==> src/rtl/da_wave_ctrl_if.sv <==
// Host/ROM/DAC-side signal bundle for da_wave_ctrl.
// slave = controller view, master = host + ROM + DAC pin view.
interface da_wave_ctrl_if #(
    parameter int unsigned ADDR_W  = 10,
    parameter int unsigned DATA_W  = 10,
    parameter int unsigned PHASE_W = 24,
    parameter int unsigned SEL_W   = 2
);
    logic                      cfg_valid;
    logic                      cfg_ready;
    logic [2:0]                cfg_addr;
    logic [PHASE_W-1:0]        cfg_wdata;
    logic                      start;
    logic                      stop;
    logic [SEL_W+ADDR_W-1:0]   rom_addr;
    logic [DATA_W-1:0]         rom_data;
    logic                      da_clk;
    logic [DATA_W-1:0]         da_data;
    logic                      busy;
    logic                      done;

    modport slave (
        input  cfg_valid, cfg_addr, cfg_wdata, start, stop, rom_data,
        output cfg_ready, rom_addr, da_clk, da_data, busy, done
    );

    modport master (
        output cfg_valid, cfg_addr, cfg_wdata, start, stop, rom_data,
        input  cfg_ready, rom_addr, da_clk, da_data, busy, done
    );
endinterface

==> src/rtl/da_wave_ctrl.sv <==
// DA waveform controller: config regs, phase-accumulator ROM addressing, burst control, DAC pipeline.
// Build macro DA_WAVE_AMP_EN enables the amplitude scaler on register 4.
module da_wave_ctrl #(
    parameter int unsigned ADDR_W  = 10,
    parameter int unsigned DATA_W  = 10,
    parameter int unsigned PHASE_W = 24,
    parameter int unsigned SEL_W   = 2,
    parameter int unsigned BURST_W = 16
) (
    input  logic          clk,
    input  logic          rst_n,
    da_wave_ctrl_if.slave bus
);
    localparam int unsigned ROM_AW = SEL_W + ADDR_W;
    localparam logic [DATA_W-1:0]  MID     = DATA_W'(1 << (DATA_W - 1));
    localparam logic [PHASE_W-1:0] INC_RST = PHASE_W'(10 << (PHASE_W - ADDR_W));

    typedef enum logic [1:0] {S_IDLE, S_LOAD, S_RUN, S_FLUSH} state_e;

    state_e               state_q, state_d;
    logic [PHASE_W-1:0]   phase_acc_q, phase_acc_d;
    logic [BURST_W-1:0]   cyc_cnt_q, cyc_cnt_d, cyc_inc;
    logic [ROM_AW-1:0]    rom_addr_q, rom_addr_d;
    logic                 flush_cnt_q, flush_cnt_d;
    logic                 done_q, done_d;
    logic                 busy_q, cfg_ready_q;
    logic                 v1_q, v2_q;
    logic [DATA_W-1:0]    da_data_q, sample;
    logic [PHASE_W:0]     acc_sum;
    logic                 carry;
    logic                 cfg_fire;

    logic [PHASE_W-1:0]   phase_inc_q, phase_off_q;
    logic [SEL_W-1:0]     wave_sel_q;
    logic [BURST_W-1:0]   burst_q;

    assign cfg_fire = bus.cfg_valid && cfg_ready_q;

`ifdef DA_WAVE_AMP_EN
    localparam int unsigned AMP_W     = 9;
    localparam int unsigned AMP_UNITY = 256;
    localparam int unsigned AMP_SH    = 8;
    localparam int unsigned PROD_W    = DATA_W + AMP_W + 1;

    logic [AMP_W-1:0]          amp_q;
    logic signed [DATA_W:0]    diff;
    logic signed [PROD_W-1:0]  prod;

    // Scale the sample around midscale; arithmetic shift keeps negative swings symmetric.
    always_comb begin
        diff   = $signed({1'b0, bus.rom_data}) - $signed({1'b0, MID});
        prod   = PROD_W'(diff) * PROD_W'($signed({1'b0, amp_q}));
        sample = DATA_W'((prod >>> AMP_SH) + PROD_W'($signed({1'b0, MID})));
    end
`else
    assign sample = bus.rom_data;
`endif

    // Configuration register file; only writable while idle.
    always_ff @(posedge clk) begin
        if (!rst_n) begin
            phase_inc_q <= INC_RST;
            wave_sel_q  <= '0;
            burst_q     <= '0;
            phase_off_q <= '0;
`ifdef DA_WAVE_AMP_EN
            amp_q       <= AMP_W'(AMP_UNITY);
`endif
        end else if (cfg_fire) begin
            case (bus.cfg_addr)
                3'd0: phase_inc_q <= bus.cfg_wdata;
                3'd1: wave_sel_q  <= bus.cfg_wdata[SEL_W-1:0];
                3'd2: burst_q     <= bus.cfg_wdata[BURST_W-1:0];
                3'd3: phase_off_q <= bus.cfg_wdata;
`ifdef DA_WAVE_AMP_EN
                3'd4: amp_q <= (bus.cfg_wdata > PHASE_W'(AMP_UNITY)) ? AMP_W'(AMP_UNITY)
                                                                     : bus.cfg_wdata[AMP_W-1:0];
`endif
                default: ;
            endcase
        end
    end

    // Next-state and address generation.
    always_comb begin
        state_d     = state_q;
        phase_acc_d = phase_acc_q;
        cyc_cnt_d   = cyc_cnt_q;
        rom_addr_d  = rom_addr_q;
        flush_cnt_d = flush_cnt_q;
        done_d      = 1'b0;
        acc_sum     = {1'b0, phase_acc_q} + {1'b0, phase_inc_q};
        carry       = acc_sum[PHASE_W];
        cyc_inc     = cyc_cnt_q + BURST_W'(1);

        case (state_q)
            S_IDLE: begin
                if (bus.start && !bus.stop) state_d = S_LOAD;
            end
            S_LOAD: begin
                phase_acc_d = phase_off_q;
                cyc_cnt_d   = '0;
                rom_addr_d  = {wave_sel_q, phase_off_q[PHASE_W-1 -: ADDR_W]};
                state_d     = S_RUN;
            end
            S_RUN: begin
                phase_acc_d = acc_sum[PHASE_W-1:0];
                rom_addr_d  = {wave_sel_q, acc_sum[PHASE_W-1 -: ADDR_W]};
                if (carry) cyc_cnt_d = cyc_inc;
                if (bus.stop || ((burst_q != '0) && carry && (cyc_inc == burst_q))) begin
                    state_d     = S_FLUSH;
                    flush_cnt_d = 1'b0;
                end
            end
            S_FLUSH: begin
                flush_cnt_d = 1'b1;
                if (flush_cnt_q) begin
                    state_d = S_IDLE;
                    done_d  = 1'b1;
                end
            end
            default: state_d = S_IDLE;
        endcase
    end

    // State, address and output pipeline registers.
    always_ff @(posedge clk) begin
        if (!rst_n) begin
            state_q     <= S_IDLE;
            phase_acc_q <= '0;
            cyc_cnt_q   <= '0;
            rom_addr_q  <= '0;
            flush_cnt_q <= 1'b0;
            done_q      <= 1'b0;
            busy_q      <= 1'b0;
            cfg_ready_q <= 1'b1;
            v1_q        <= 1'b0;
            v2_q        <= 1'b0;
            da_data_q   <= MID;
        end else begin
            state_q     <= state_d;
            phase_acc_q <= phase_acc_d;
            cyc_cnt_q   <= cyc_cnt_d;
            rom_addr_q  <= rom_addr_d;
            flush_cnt_q <= flush_cnt_d;
            done_q      <= done_d;
            busy_q      <= (state_d != S_IDLE);
            cfg_ready_q <= (state_d == S_IDLE);
            v1_q        <= (state_q == S_LOAD) || (state_q == S_RUN);
            v2_q        <= v1_q;
            da_data_q   <= v2_q ? sample : MID;
        end
    end

    assign bus.cfg_ready = cfg_ready_q;
    assign bus.rom_addr  = rom_addr_q;
    assign bus.da_clk    = ~clk;
    assign bus.da_data   = da_data_q;
    assign bus.busy      = busy_q;
    assign bus.done      = done_q;
endmodule

==> src/flat_wrapper.sv <==
// flat-port wrapper written by rule: the top's interface ports become plain ports
module da_wave_ctrl_flat 
#(
    parameter int unsigned ADDR_W  = 10,
    parameter int unsigned DATA_W  = 10,
    parameter int unsigned PHASE_W = 24,
    parameter int unsigned SEL_W   = 2,
    parameter int unsigned BURST_W = 16
)
  (clk, rst_n, bus_cfg_valid, bus_cfg_addr, bus_cfg_wdata, bus_start, bus_stop, bus_rom_data, bus_cfg_ready, bus_rom_addr, bus_da_clk, bus_da_data, bus_busy, bus_done);
  da_wave_ctrl_if #(.ADDR_W(ADDR_W), .DATA_W(DATA_W), .PHASE_W(PHASE_W), .SEL_W(SEL_W)) bus_i ();
  input  logic clk;
  input  logic rst_n;
  input wire logic [$bits(bus_i.cfg_valid)-1:0] bus_cfg_valid;
  input wire logic [$bits(bus_i.cfg_addr)-1:0] bus_cfg_addr;
  input wire logic [$bits(bus_i.cfg_wdata)-1:0] bus_cfg_wdata;
  input wire logic [$bits(bus_i.start)-1:0] bus_start;
  input wire logic [$bits(bus_i.stop)-1:0] bus_stop;
  input wire logic [$bits(bus_i.rom_data)-1:0] bus_rom_data;
  output wire logic [$bits(bus_i.cfg_ready)-1:0] bus_cfg_ready;
  output wire logic [$bits(bus_i.rom_addr)-1:0] bus_rom_addr;
  output wire logic [$bits(bus_i.da_clk)-1:0] bus_da_clk;
  output wire logic [$bits(bus_i.da_data)-1:0] bus_da_data;
  output wire logic [$bits(bus_i.busy)-1:0] bus_busy;
  output wire logic [$bits(bus_i.done)-1:0] bus_done;
  assign bus_i.cfg_valid = bus_cfg_valid;
  assign bus_i.cfg_addr = bus_cfg_addr;
  assign bus_i.cfg_wdata = bus_cfg_wdata;
  assign bus_i.start = bus_start;
  assign bus_i.stop = bus_stop;
  assign bus_i.rom_data = bus_rom_data;
  assign bus_cfg_ready = bus_i.cfg_ready;
  assign bus_rom_addr = bus_i.rom_addr;
  assign bus_da_clk = bus_i.da_clk;
  assign bus_da_data = bus_i.da_data;
  assign bus_busy = bus_i.busy;
  assign bus_done = bus_i.done;
  da_wave_ctrl #(.ADDR_W(ADDR_W), .DATA_W(DATA_W), .PHASE_W(PHASE_W), .SEL_W(SEL_W), .BURST_W(BURST_W)) u_core (.clk(clk), .rst_n(rst_n), .bus(bus_i));
endmodule
==> config.mk <==
export PLATFORM = sky130hd
export DESIGN_NAME = da_wave_ctrl_flat
export DESIGN_NICKNAME = d
export VERILOG_FILES = /design/src/rtl/da_wave_ctrl_if.sv /design/src/rtl/da_wave_ctrl.sv /design/src/flat_wrapper.sv
export SDC_FILE = /design/constraint.sdc
export NUM_CORES = 1
export LEC_CHECK = 0
export CAP_MARGIN = 20
export CORE_UTILIZATION = 50
export CTS_CLUSTER_DIAMETER = 200
export DETAILED_ROUTE_END_ITERATION = 16
export GPL_TIMING_DRIVEN = 0
export PLACE_DENSITY = 0.8
export SLEW_MARGIN = 20
export SYNTH_ARGS = -nofsm -noshare
export SYNTH_HDL_FRONTEND = slang
export SYNTH_SLANG_ARGS = --single-unit
==> constraint.sdc <==
create_clock -name clk -period 4.3 [get_ports clk]
set_clock_uncertainty 0.1 [all_clocks]
set_input_delay 0.86 -clock clk [delete_from_list [all_inputs] [get_ports clk]]
set_output_delay 0.86 -clock clk [all_outputs]
set_load 0.005 [all_outputs]
==> Word-level counts from Yosys, hierarchy flattened <==
Cells that the tools add are included.
{ "word_totals": {"register_bits": 136, "out_inout_bits": 26} }
{ "op_classes": {"n_mux": 11, "n_reduce_logical": 22, "bitwise_logic": 1, "n_eq_ne": 9, "addsub": 2} }
{ "op_table": {"columns": ["op", "n"], "rows": [
  ["$pmux 24 s2", 1],
  ["$pmux 16 s2", 1],
  ["$add 24x24->25", 1],
  ["$pmux 12 s2", 1],
  ["$add 16x1->16 const B", 1],
  ["$eq 16x16->1", 1],
  ["$mux 16", 1],
  ["$reduce_and 2->1", 8],
  ["$reduce_bool 16->1", 1],
  ["$pmux 2 s4", 1],
  ["$eq 3x2->1 const B", 2],
  ["$mux 2", 3],
  ["$reduce_bool 2->1", 3],
  ["$eq 2x2->1 const B", 2],
  ["$logic_and 1x1->1", 4],
  ["$logic_not 2->1", 2],
  ["$ne 2x1->1 const B", 2],
  ["$eq 3x1->1 const B", 1],
  ["$logic_not 3->1", 1],
  ["$eq 2x1->1 const B", 1],
  ["$logic_or 1x1->1", 2],
  ["$mux 1", 2],
  ["$pmux 1 s2", 1],
  ["$logic_not 1->1", 1],
  ["$not 1->1", 1]
]} }

==> Longest topological paths before layout <==
{ "depth": {"word_depth": 7, "depth_mapped": 10, "ltp_nobuf": 9} }

==> impl_metrics.tcl <==
set metrics [dict create \
    status "complete, no violations" \
    max_slew_margin 0.436 \
    tns_ps 0 \
    grt_max_degree 17 \
    htree_levels 4 \
    synth_cells 809 \
    port_buffers 66 \
    drt-met1-wl_um 7870 \
    ys_types 64 \
    clockBufferDepth 2 \
    grt_overflow_total 0 \
    drive_gt1_frac 0.0750 \
    crit_end "bus_da_clk" \
    cp-start-kind "clock port" \
    grt_pass1_vias 5751 \
    r2r-start "u_core.phase_inc_q[0]" \
    cellPowerDensity_nw_per_um2 398 \
    synth_nets 881 \
    die_height_um 117 \
    worstSetupEndpointType "primary output" \
    synth_area_um2 6570 \
    diodes 0 \
    drc 0 \
    routed_via_density 5.81 \
    row_count 41 \
    grt_pass1_wl_um 29200 \
    route.met3.wl_um 1490 \
    root_buffer "clkbuf_16" \
    coreArea_um2 12700 \
    post_drt_wl_per_cell_um 16.9 \
    drt_iter0_drc 525 \
    num_vias 6266 \
    io_pins 68 \
    avgSynthCellArea_um2 8.12 \
    ctsHoldBuffers 0 \
    arrival_ps 3080 \
    final_cell_mix "129 x nand2_1, 126 x dfxtp_1, 101 x a21oi_1, 66 x clkdlybuf4s50_1, 55 x nor2_1" \
    p_leak_nw 2.99 \
    first_pass_iters 5 \
    final_common_cell "nand2_1" \
    gp_congestion 0.944 \
    antenna_found_initial 0 \
    criticalPathCategory "clk2out" \
    clk_latency_ps 430 \
    dp_hpwl_um 12900 \
    ys.flop_type "dfxtp_1" \
    final_net_count 966 \
    wl_met2_um 8260 \
    highest_layer "met4" \
    cts_buffers 17 \
    clkSlewWorstSetupHoldPaths_ps 60 \
    hold_path_class "reg2reg" \
    final_hold_viol_count 0 \
    start_util 0.516 \
    cap_violations 0 \
    synth_edf_count 0 \
    post_cts_resized 0 \
    startpoint "clk" \
    worst_slew_pin_slew_ps 838 \
    wl_um 18200 \
    antenna_left 0 \
    peakVddDrop_v 0.000264 \
    ys_ff_latch 126 \
    synthArstFlopShare 0 \
    r2r_cells 10 \
    ys_warn_count 0 \
    synthToLayoutAreaGrowth_pct 22.0 \
    drv_slew 0 \
    rsz0062_at_grt "no" \
    die-area_um2 13600 \
    grt_usage 0.285 \
    crit_fanout 16 \
    cts_tree "built" \
    required_ps 3340 \
    setup_viol 0 \
    rr_endpoint "u_core.cyc_cnt_q[13]" \
    fp.dieW_um 117 \
    r2r_slack_ps 1050 \
    pre_cts_ws_ps 685 \
    seq_area_frac_synth 0.384 \
    post-cts-setup-buffer-count 0 \
    setup_slack_ps 256 \
]
-- layer usage --
layer,global-route usage,vias up
li1,-,3034
met1,0.377,2932
met2,0.440,256
met3,0.0623,44
met4,0.139,0
met5,0,-
-- how the worst min path moves through the flow --
| stage | from | end | slack [ps] | depth (start not counted) |
|---|---|---|---|---|
| 2_1_floorplan | u_core.v1_q | u_core.v2_q | 310 | 1 |
| 3_3_place_gp | u_core.v1_q | u_core.v2_q | 340 | 1 |
| 3_5_place_dp | u_core.phase_off_q[22] | u_core.phase_off_q[22] | 340 | 2 |
| 4_1_cts | u_core.phase_off_q[14] | u_core.phase_off_q[14] | 350 | 2 |
| 5_1_grt | u_core.phase_off_q[1] | u_core.phase_off_q[1] | 370 | 2 |
| 6_report | u_core.phase_off_q[14] | u_core.phase_off_q[14] | 350 | 2 |
-- critical path, cell delays in order --
cell and delay [ps]:
clkbuf_16 200, clkbuf_16 190, inv_1 50, clkdlybuf4s50_1 480
-- stage by stage --
| step | cells | power [mW] | hold slack [ps] | cell area, um2 | utilization |
|---|---|---|---|---|---|
| 3_5_place_dp | 1047 | 1.80 | 343 | 7440 | 0.585 |
| 6_report | 1079 | 3.19 | 353 | 8020 | 0.630 |
| 5_1_grt | 1079 | 3.31 | 365 | 8020 | 0.630 |
| 3_3_place_gp | 1047 | 1.79 | 335 | 7440 | 0.585 |
| 2_1_floorplan | 809 | 1.59 | 312 | 6570 | - |
| 4_1_cts | 1079 | 3.19 | 353 | 8020 | 0.630 |
-- logic make-up (layout without fill, tap and decap cells) --
family,after synthesis,count (layout),synth area share
XOR/XNOR,38,38,0.0507
AND/OR/NAND/NOR,282,282,0.199
flip-flops,126,126,0.384
multiplexers,24,24,0.0368
AO/OA/AOI/OAI,237,237,0.219
buffers and inverters,72,170,0.0528
adder cells (fa/ha/maj),30,30,0.0583
-- area by class of cell --
class                      instances  area (um2)
buffer                            53         275
clock buffer                      18         435
clock inverter                    16         150
fill                            1146        4710
inverter                          18        67.6
multi-input combinational        611        3700
sequential                       126        2520
tap                              172         215
timing repair buffer              65         651
-- synth_stat cells, types with 2 or more instances --
cell / n / area, um2
nand2_1: 129 / 484
dfxtp_1: 126 / 2520
a21oi_1: 101 / 505
nor2_1: 55 / 206
o21ai_0: 35 / 175
ha_1: 29 / 363
xnor2_1: 29 / 254
clkbuf_1: 27 / 101
a31oi_1: 25 / 156
and3_1: 23 / 144
mux2i_1: 23 / 230
inv_1: 18 / 67.6
a211oi_1: 17 / 128
nand3_1: 17 / 85.1
buf_4: 16 / 120
nor3_1: 10 / 50.1
a21o_1: 9 / 67.6
nand2b_1: 9 / 56.3
xor2_1: 9 / 78.8
o21ai_1: 8 / 40.0
o21bai_1: 8 / 60.1
or3_1: 8 / 50.1
buf_2: 7 / 35.0
nand4_1: 7 / 43.8
nor2b_1: 5 / 31.3
nor4_1: 5 / 31.3
and2_1: 4 / 25.0
a2111oi_0: 3 / 26.3
o31ai_1: 3 / 22.5
a211oi_2: 2 / 25.0
a2bb2oi_1: 2 / 17.5
buf_1: 2 / 7.51
nand3b_1: 2 / 15.0
o211ai_1: 2 / 15.0
o21a_1: 2 / 15.0
o22ai_1: 2 / 12.5
o31a_1: 2 / 17.5
or4_1: 2 / 15.0
-- sequential cells by signal, summed over array words and instances, names as in the netlist --
| name | flops |
|---|---|
| u_core.state_q | 2 |
| u_core.phase_off_q | 24 |
| u_core.bus.done | 1 |
| u_core.v2_q | 1 |
| u_core.v1_q | 1 |
| u_core.phase_acc_q | 14 |
| u_core.bus.da_data | 10 |
| u_core.bus.rom_addr | 12 |
| u_core.burst_q | 16 |
| u_core.cyc_cnt_q | 16 |
| u_core.wave_sel_q | 2 |
| u_core.phase_inc_q | 24 |
| u_core.bus.busy | 1 |
| u_core.bus.cfg_ready | 1 |
| u_core.flush_cnt_q | 1 |
-- report_power, final --
group          total (mW)  leakage [nW]  switching [mW]  internal (mW)
clock                1.43         0.284           0.562          0.864
combinational       0.491          1.68           0.278          0.213
sequential           1.27          1.02          0.0437           1.23
total                3.19          2.99           0.884           2.30
(Power assumes the default switching activity.)
